===== src/rtl/arith_pkg.sv =====
// Shared encodings for the multi-cycle execute-stage arithmetic unit.
package arith_pkg;

   typedef enum logic [1:0] {
      OP_ADD = 2'b00,
      OP_SUB = 2'b01,
      OP_MUL = 2'b10,
      OP_DIV = 2'b11
   } opcode_t;

   typedef enum logic [1:0] {
      SEL_REG_B = 2'b00,
      SEL_MEM   = 2'b01,
      SEL_IMM   = 2'b10,
      SEL_ZERO  = 2'b11
   } movi_t;

   typedef enum logic [1:0] {
      S_IDLE = 2'b00,
      S_MUL  = 2'b01,
      S_DIV  = 2'b10
   } state_t;

endpackage


===== src/rtl/seq_divider.sv =====
// Unsigned restoring divider, one quotient bit per cycle over WIDTH cycles.
// done, quotient and remainder describe the iteration being committed on the current edge.
module seq_divider #(
   parameter int unsigned WIDTH = 32
) (
   input  logic             clk,
   input  logic             rst,
   input  logic             start,
   input  logic [WIDTH-1:0] dividend,
   input  logic [WIDTH-1:0] divisor,
   output logic             busy,
   output logic             done,
   output logic [WIDTH-1:0] quotient,
   output logic [WIDTH-1:0] remainder
);

   localparam int unsigned CW = $clog2(WIDTH);

   logic [WIDTH-1:0] quo_q, rem_q, dvs_q;
   logic [CW-1:0]    cnt_q;
   logic [WIDTH:0]   shifted, trial;
   logic             fits;

   always_comb begin
      shifted   = {rem_q, quo_q[WIDTH-1]};
      trial     = shifted - {1'b0, dvs_q};
      fits      = ~trial[WIDTH];
      quotient  = {quo_q[WIDTH-2:0], fits};
      remainder = fits ? trial[WIDTH-1:0] : shifted[WIDTH-1:0];
      done      = busy && (cnt_q == CW'(WIDTH - 1));
   end

   always_ff @(posedge clk) begin
      if (rst) begin
         busy  <= 1'b0;
         cnt_q <= '0;
         quo_q <= '0;
         rem_q <= '0;
         dvs_q <= '0;
      end else if (start) begin
         busy  <= 1'b1;
         cnt_q <= '0;
         quo_q <= dividend;
         rem_q <= '0;
         dvs_q <= divisor;
      end else if (busy) begin
         quo_q <= quotient;
         rem_q <= remainder;
         cnt_q <= cnt_q + CW'(1);
         if (done) busy <= 1'b0;
      end
   end

endmodule


===== src/rtl/arith_unit_mc.sv =====
// Multi-cycle ADD/SUB/MUL/DIV unit with latched operands, BUSY handshake and status flags.
module arith_unit_mc
   import arith_pkg::*;
#(
   parameter int unsigned WIDTH   = 32,
   parameter int unsigned MUL_LAT = 3
) (
   input  logic             CLK,
   input  logic             RST,
   input  logic             ACT,
   input  logic             SIGNED,
   input  logic [1:0]       OP_CODE,
   input  logic [1:0]       MOVI,
   input  logic [WIDTH-1:0] REG_A,
   input  logic [WIDTH-1:0] REG_B,
   input  logic [WIDTH-1:0] MEM,
   input  logic [WIDTH-1:0] IMM,
   output logic             BUSY,
   output logic [WIDTH-1:0] DATA,
   output logic [WIDTH-1:0] REM,
   output logic             DATA_VALID,
   output logic             OVF,
   output logic             DZ,
   output logic             ZERO
);

   localparam int unsigned MCW = (MUL_LAT > 2) ? $clog2(MUL_LAT) : 1;

   state_t           state_q, state_d;
   opcode_t          op;
   logic [WIDTH-1:0] a, b, a_mag, b_mag;
   logic             accept, div_zero, div_start, div_done;
   logic [WIDTH:0]   sum_x, diff_x;
   logic [2*WIDTH-1:0] ext_a, ext_b, prod;
   logic             mul_ovf_now, mul_last;
   logic [WIDTH-1:0] quo, rmd;

   logic [WIDTH-1:0] mul_data_q;
   logic             mul_ovf_q, div_qneg_q, div_rneg_q, div_ovf_q;
   logic [MCW-1:0]   mul_cnt_q;

   logic             fin, fin_ovf, fin_dz;
   logic [WIDTH-1:0] fin_data, fin_rem;

   always_comb begin
      op = opcode_t'(OP_CODE);
      a  = REG_A;
      unique case (movi_t'(MOVI))
         SEL_REG_B: b = REG_B;
         SEL_MEM:   b = MEM;
         SEL_IMM:   b = IMM;
         SEL_ZERO:  b = '0;
      endcase
      accept    = ACT && (state_q == S_IDLE);
      div_zero  = (b == '0);
      div_start = accept && (op == OP_DIV) && !div_zero;
      sum_x     = {1'b0, a} + {1'b0, b};
      diff_x    = {1'b0, a} - {1'b0, b};
      // Sign-extending before an unsigned multiply yields the correct low 2*WIDTH bits in both modes.
      ext_a     = {{WIDTH{SIGNED & a[WIDTH-1]}}, a};
      ext_b     = {{WIDTH{SIGNED & b[WIDTH-1]}}, b};
      prod      = ext_a * ext_b;
      mul_ovf_now = SIGNED ? (prod[2*WIDTH-1:WIDTH] != {WIDTH{prod[WIDTH-1]}})
                           : (prod[2*WIDTH-1:WIDTH] != '0);
      a_mag     = (SIGNED && a[WIDTH-1]) ? -a : a;
      b_mag     = (SIGNED && b[WIDTH-1]) ? -b : b;
      mul_last  = (mul_cnt_q == MCW'(MUL_LAT - 1));
   end

   seq_divider #(.WIDTH(WIDTH)) u_div (
      .clk       (CLK),
      .rst       (RST),
      .start     (div_start),
      .dividend  (a_mag),
      .divisor   (b_mag),
      .busy      (),
      .done      (div_done),
      .quotient  (quo),
      .remainder (rmd)
   );

   always_ff @(posedge CLK) begin
      if (RST) state_q <= S_IDLE;
      else     state_q <= state_d;
   end

   always_comb begin
      state_d = state_q;
      unique case (state_q)
         S_IDLE: begin
            if (accept && (op == OP_MUL) && (MUL_LAT > 1)) state_d = S_MUL;
            else if (div_start)                             state_d = S_DIV;
         end
         S_MUL:   if (mul_last) state_d = S_IDLE;
         S_DIV:   if (div_done) state_d = S_IDLE;
         default: state_d = S_IDLE;
      endcase
   end

   always_comb begin
      BUSY = (state_q != S_IDLE);
   end

   always_comb begin
      fin      = 1'b0;
      fin_data = '0;
      fin_rem  = '0;
      fin_ovf  = 1'b0;
      fin_dz   = 1'b0;
      if (accept) begin
         unique case (op)
            OP_ADD: begin
               fin      = 1'b1;
               fin_data = sum_x[WIDTH-1:0];
               fin_ovf  = SIGNED ? ((a[WIDTH-1] == b[WIDTH-1]) && (sum_x[WIDTH-1] != a[WIDTH-1]))
                                 : sum_x[WIDTH];
            end
            OP_SUB: begin
               fin      = 1'b1;
               fin_data = diff_x[WIDTH-1:0];
               fin_ovf  = SIGNED ? ((a[WIDTH-1] != b[WIDTH-1]) && (diff_x[WIDTH-1] != a[WIDTH-1]))
                                 : diff_x[WIDTH];
            end
            OP_MUL: begin
               if (MUL_LAT == 1) begin
                  fin      = 1'b1;
                  fin_data = prod[WIDTH-1:0];
                  fin_ovf  = mul_ovf_now;
               end
            end
            OP_DIV: begin
               if (div_zero) begin
                  fin     = 1'b1;
                  fin_rem = a;
                  fin_dz  = 1'b1;
               end
            end
         endcase
      end else if ((state_q == S_MUL) && mul_last) begin
         fin      = 1'b1;
         fin_data = mul_data_q;
         fin_ovf  = mul_ovf_q;
      end else if ((state_q == S_DIV) && div_done) begin
         fin      = 1'b1;
         fin_data = div_qneg_q ? -quo : quo;
         fin_rem  = div_rneg_q ? -rmd : rmd;
         fin_ovf  = div_ovf_q;
      end
   end

   always_ff @(posedge CLK) begin
      if (RST) begin
         mul_data_q <= '0;
         mul_ovf_q  <= 1'b0;
         mul_cnt_q  <= '0;
         div_qneg_q <= 1'b0;
         div_rneg_q <= 1'b0;
         div_ovf_q  <= 1'b0;
      end else if (accept) begin
         mul_data_q <= prod[WIDTH-1:0];
         mul_ovf_q  <= mul_ovf_now;
         mul_cnt_q  <= '0;
         div_qneg_q <= SIGNED & (a[WIDTH-1] ^ b[WIDTH-1]);
         div_rneg_q <= SIGNED & a[WIDTH-1];
         div_ovf_q  <= SIGNED && (a == {1'b1, {(WIDTH-1){1'b0}}}) && (b == '1);
      end else if ((state_q == S_MUL) && !mul_last) begin
         mul_cnt_q <= mul_cnt_q + MCW'(1);
      end
   end

   always_ff @(posedge CLK) begin
      if (RST) begin
         DATA       <= '0;
         REM        <= '0;
         DATA_VALID <= 1'b0;
         OVF        <= 1'b0;
         DZ         <= 1'b0;
         ZERO       <= 1'b0;
      end else begin
         DATA_VALID <= fin;
         if (fin) begin
            DATA <= fin_data;
            REM  <= fin_rem;
            OVF  <= fin_ovf;
            DZ   <= fin_dz;
            ZERO <= (fin_data == '0);
         end
      end
   end

endmodule


===== config.mk =====
export PLATFORM = sky130hd
export DESIGN_NAME = arith_unit_mc
export DESIGN_NICKNAME = d
export VERILOG_FILES = /design/src/rtl/arith_pkg.sv /design/src/rtl/seq_divider.sv /design/src/rtl/arith_unit_mc.sv
export SDC_FILE = /design/constraint.sdc
export NUM_CORES = 2
export LEC_CHECK = 0
export BUFFER_PORTS_ARGS = -buffer_cell sky130_fd_sc_hd__buf_2
export CAP_MARGIN = 20
export CORE_MARGIN = 2
export CORE_UTILIZATION = 45
export CTS_BUF_LIST = sky130_fd_sc_hd__clkbuf_16
export DETAILED_ROUTE_END_ITERATION = 8
export SKIP_CTS_REPAIR_TIMING = 1
export SYNTH_ARGS = -nofsm -noshare
export SYNTH_HDL_FRONTEND = slang
export SYNTH_HIERARCHICAL = 1
export SYNTH_SLANG_ARGS = --single-unit

===== constraint.sdc =====
create_clock -name CLK -period 15.7 [get_ports CLK]
set_clock_uncertainty 0.2 [all_clocks]
set_input_delay 2.355 -clock CLK [delete_from_list [all_inputs] [get_ports CLK]]
set_output_delay 2.355 -clock CLK [all_outputs]
set_load 0.01 [all_outputs]

==> flow_metrics.py <==
metrics = {
    "detailed_routing": {
        "wire_per_inst_um": 26.2,
        "first_iter_violations": 4888,
        "final_antenna_net_count": 0,
        "routed_wirelength_mm": 212,
        "routed-via-count": 47192,
        "drt-pass1-iter-count": 9,
        "remaining_drc_errors": 68,
        "drt-vias-per-instance": 5.84,
    },
    "timing": {
        "rsz0062_at_grt": "no",
        "slew_viol_final": 0,
        "setup_viol": 0,
        "max_freq_mhz": 74.4,
        "final.setup.tns_ns": 0,
        "finalCritPeriodShare_pct": 85.6,
        "final_hold_viol_count": 0,
        "slew_headroom_pct": 21.1,
        "tightest_slew_ns": 1.18,
        "min_period_ns": 13.45,
    },
    "synth": {
        "synth_top_area_share_pct": 40.2,
        "syn-num-nets": 8088,
        "synth_area_leaders": "fa_1 40%, dfxtp_1 7.5%, inv_1 7.4%",
        "syn-cell-area_mm2": 0.0561,
        "synth_edf_count": 0,
        "ys_async_sr_fraction_pct": 0,
        "yosysTopAreaCell": "fa_1",
        "avgSynthCellArea_um2": 8.63,
        "yosysWarnings": 6,
        "syn_inst": 6506,
        "ys_ff_latch": 210,
        "synthFlopType": "dfxtp_1",
        "seq_area_frac_synth_pct": 7.49,
        "ys_types": 100,
    },
    "cells_and_area": {
        "n_fill_cell": 12160,
        "mostFrequentLayoutCell": "fa_1",
        "layout_common_cells": "1128 x fa_1, 1109 x inv_1, 712 x nand2_1",
        "area_delta_synth_final_pct": 6.28,
        "drive_gt1_share_pct": 7.25,
        "fin_nets": 8001,
    },
    "floorplanning": {
        "ios": 205,
        "design.die.area_mm2": 0.128,
        "coreArea_mm2": 0.124,
        "start_util_pct": 45.3,
        "dieHeight_um": 357,
        "num_rows": 129,
        "fp.dieW_um": 357,
    },
    "global_route": {
        "overflow": 0,
        "antenna_found_initial": 19,
        "grt_util_all_layers_pct": 33.7,
        "grt_pass1_vias": 48465,
        "grt_max_degree": 79,
        "grt_first_pass_wirelength_mm": 319,
    },
    "place": {
        "port_buffers": 204,
        "place_hpwl_mm": 163,
        "globalplace.congestion": 0.987,
    },
    "worst_setup_path": {
        "path_max_fanout": 20,
        "crit_path_frequent_cell": "fa_1",
        "critical_path_class": "primary input to register",
        "rr_startpoint": "u_div/dvs_q[0]$_SDFFE_PP0P_",
        "required_ns": 15.98,
        "r2r_cells": 26,
        "cp_slowest_cell": "a2111oi_0",
        "crit_path_start_kind": "primary input",
        "crit_start": "MOVI[1]",
        "cp-endpoint": "mul_ovf_q$_SDFFE_PP0P_",
        "rr_endpoint": "ZERO$_SDFFE_PP0P_",
        "critPathMaxStageDelay_ns": 0.97,
        "end_kind": "register",
        "arrival_ns": 13.73,
        "r2r_slack_ns": 8.07,
    },
    "outcome": {
        "violations": "design-rule violations",
        "outcome": "finished with violations",
    },
    "clock_tree": {
        "htree_levels": 1,
        "insertion_delay_ns": 0.59,
        "clkSinkCount": 210,
        "cts-root-buf": "clkbuf_16",
        "cts_buffer_depth": 3,
        "clk_pin_slew_worst_paths_ns": 0.09,
        "cts_tree": "built",
        "cts_made_buffers": 27,
    },
    "run": {
        "cap_violations": 0,
    },
    "hold_path": {
        "min_path_type": "register to register",
    },
}
==> metal layers <==
| metal | wire length [µm] | GRT usage (%) | part of all wire (%) |
|---|---|---|---|
| met4 | 13000 | 16.5 | 6.1 |
| met3 | 19600 | 5.88 | 9.2 |
| met1 | 82900 | 44.2 | 39 |
| met5 | 27 | 0 | 0.013 |
| met2 | 96500 | 54.2 | 46 |
==> worst max-delay path: cells and delay by family <==
kind | cells | cell delay (ns)
buffers and inverters | 6 | 1.61
and+or+nand+nor | 7 | 2.20
AOI/OAI and AO/OA | 8 | 2.92
xor gates and xnor gates | 1 | 0.09
adders and majority gates | 9 | 4.49
==> flip-flops by register name, summed over array words and instances, names as in the netlist <==
name and flops:
DATA 32, DATA_VALID 1, DZ 1, OVF 1, REM 32, ZERO 1
div_ovf_q 1, div_qneg_q 1, div_rneg_q 1, mul_cnt_q 2, mul_data_q 32, mul_ovf_q 1
state_q 2, u_div/busy 1, u_div/cnt_q 5, u_div/dvs_q 32, u_div/quo_q 32, u_div/rem_q 32
==> synthesized netlist by cell type (all sizes together), types with 22 or more instances <==
cell type and number:
inv 1108, dfxtp 210, buf 65, o21bai 24
a222oi 36, o2bb2ai 22, and3 24, xnor2 176
fa 1128, nor2b 23, nor4 23, or3 36
clkbuf 357, xor2 66, mux2 23, and2 536
nor3 60, or4 23, o211ai 27, a21oi 286
ha 318, nand2 714, a21o 42, a211oi 29
nand3 42, o21a 49, mux2i 107, o21ai 173
a31oi 41, nand4 34, nand2b 48, nor2 416
==> per-stage QoR <==
step,instances,hold WS [ns],util (%),worst slack (ns),instance area (µm²)
after floorplan,6506,0.225,-,3.45,56100
after global placement,8025,0.237,47.4,1.90,58700
after detailed placement,8026,0.244,47.4,1.87,58700
after CTS,8076,0.254,48.2,2.47,59600
after global routing,8077,0.273,48.2,1.82,59700
final,8080,0.253,48.2,2.25,59700
==> final cells by class <==
type / instances / area (µm²) / share of cell area [%]
multi-input cells: 4759 / 46400 / 77.8
flip-flops and latches: 210 / 4210 / 7.05
inverters: 1115 / 4190 / 7.02
well taps: 1637 / 2050 / 3.43
repair buffers: 306 / 1840 / 3.08
clock buffers: 27 / 676 / 1.13
clock inverters: 23 / 269 / 0.451
diodes: 3 / 7.51 / 0.0126
==> logic make-up after synthesis <==
logic type	after synthesis	synth area share, %
xor gates and xnor gates	242	3.79
muxes	130	2.49
DFF	210	7.49
AOI/OAI and AO/OA	902	10.7
adders and majority gates	1446	47.3
and+or+nand+nor	2039	17.7
buffers and inverters	1537	10.6
==> worst min-delay path by stage <==
stage	start	end	slack, ns	cells past startpoint
final	mul_data_q[12]$_SDFFE_PP0P_	mul_data_q[12]$_SDFFE_PP0P_	0.25	2
after global routing	DATA[26]$_SDFFE_PP0P_	DATA[26]$_SDFFE_PP0P_	0.27	2
after CTS	REM[24]$_SDFFE_PP0P_	REM[24]$_SDFFE_PP0P_	0.25	2
after detailed placement	REM[24]$_SDFFE_PP0P_	REM[24]$_SDFFE_PP0P_	0.24	2
after global placement	REM[24]$_SDFFE_PP0P_	REM[24]$_SDFFE_PP0P_	0.24	2
after floorplan	div_ovf_q$_SDFFE_PP0P_	div_ovf_q$_SDFFE_PP0P_	0.23	2
Power is left out: the tool's default activity adds up to more than one toggle a clock period on the data nets, which glitch-free logic cannot reach.
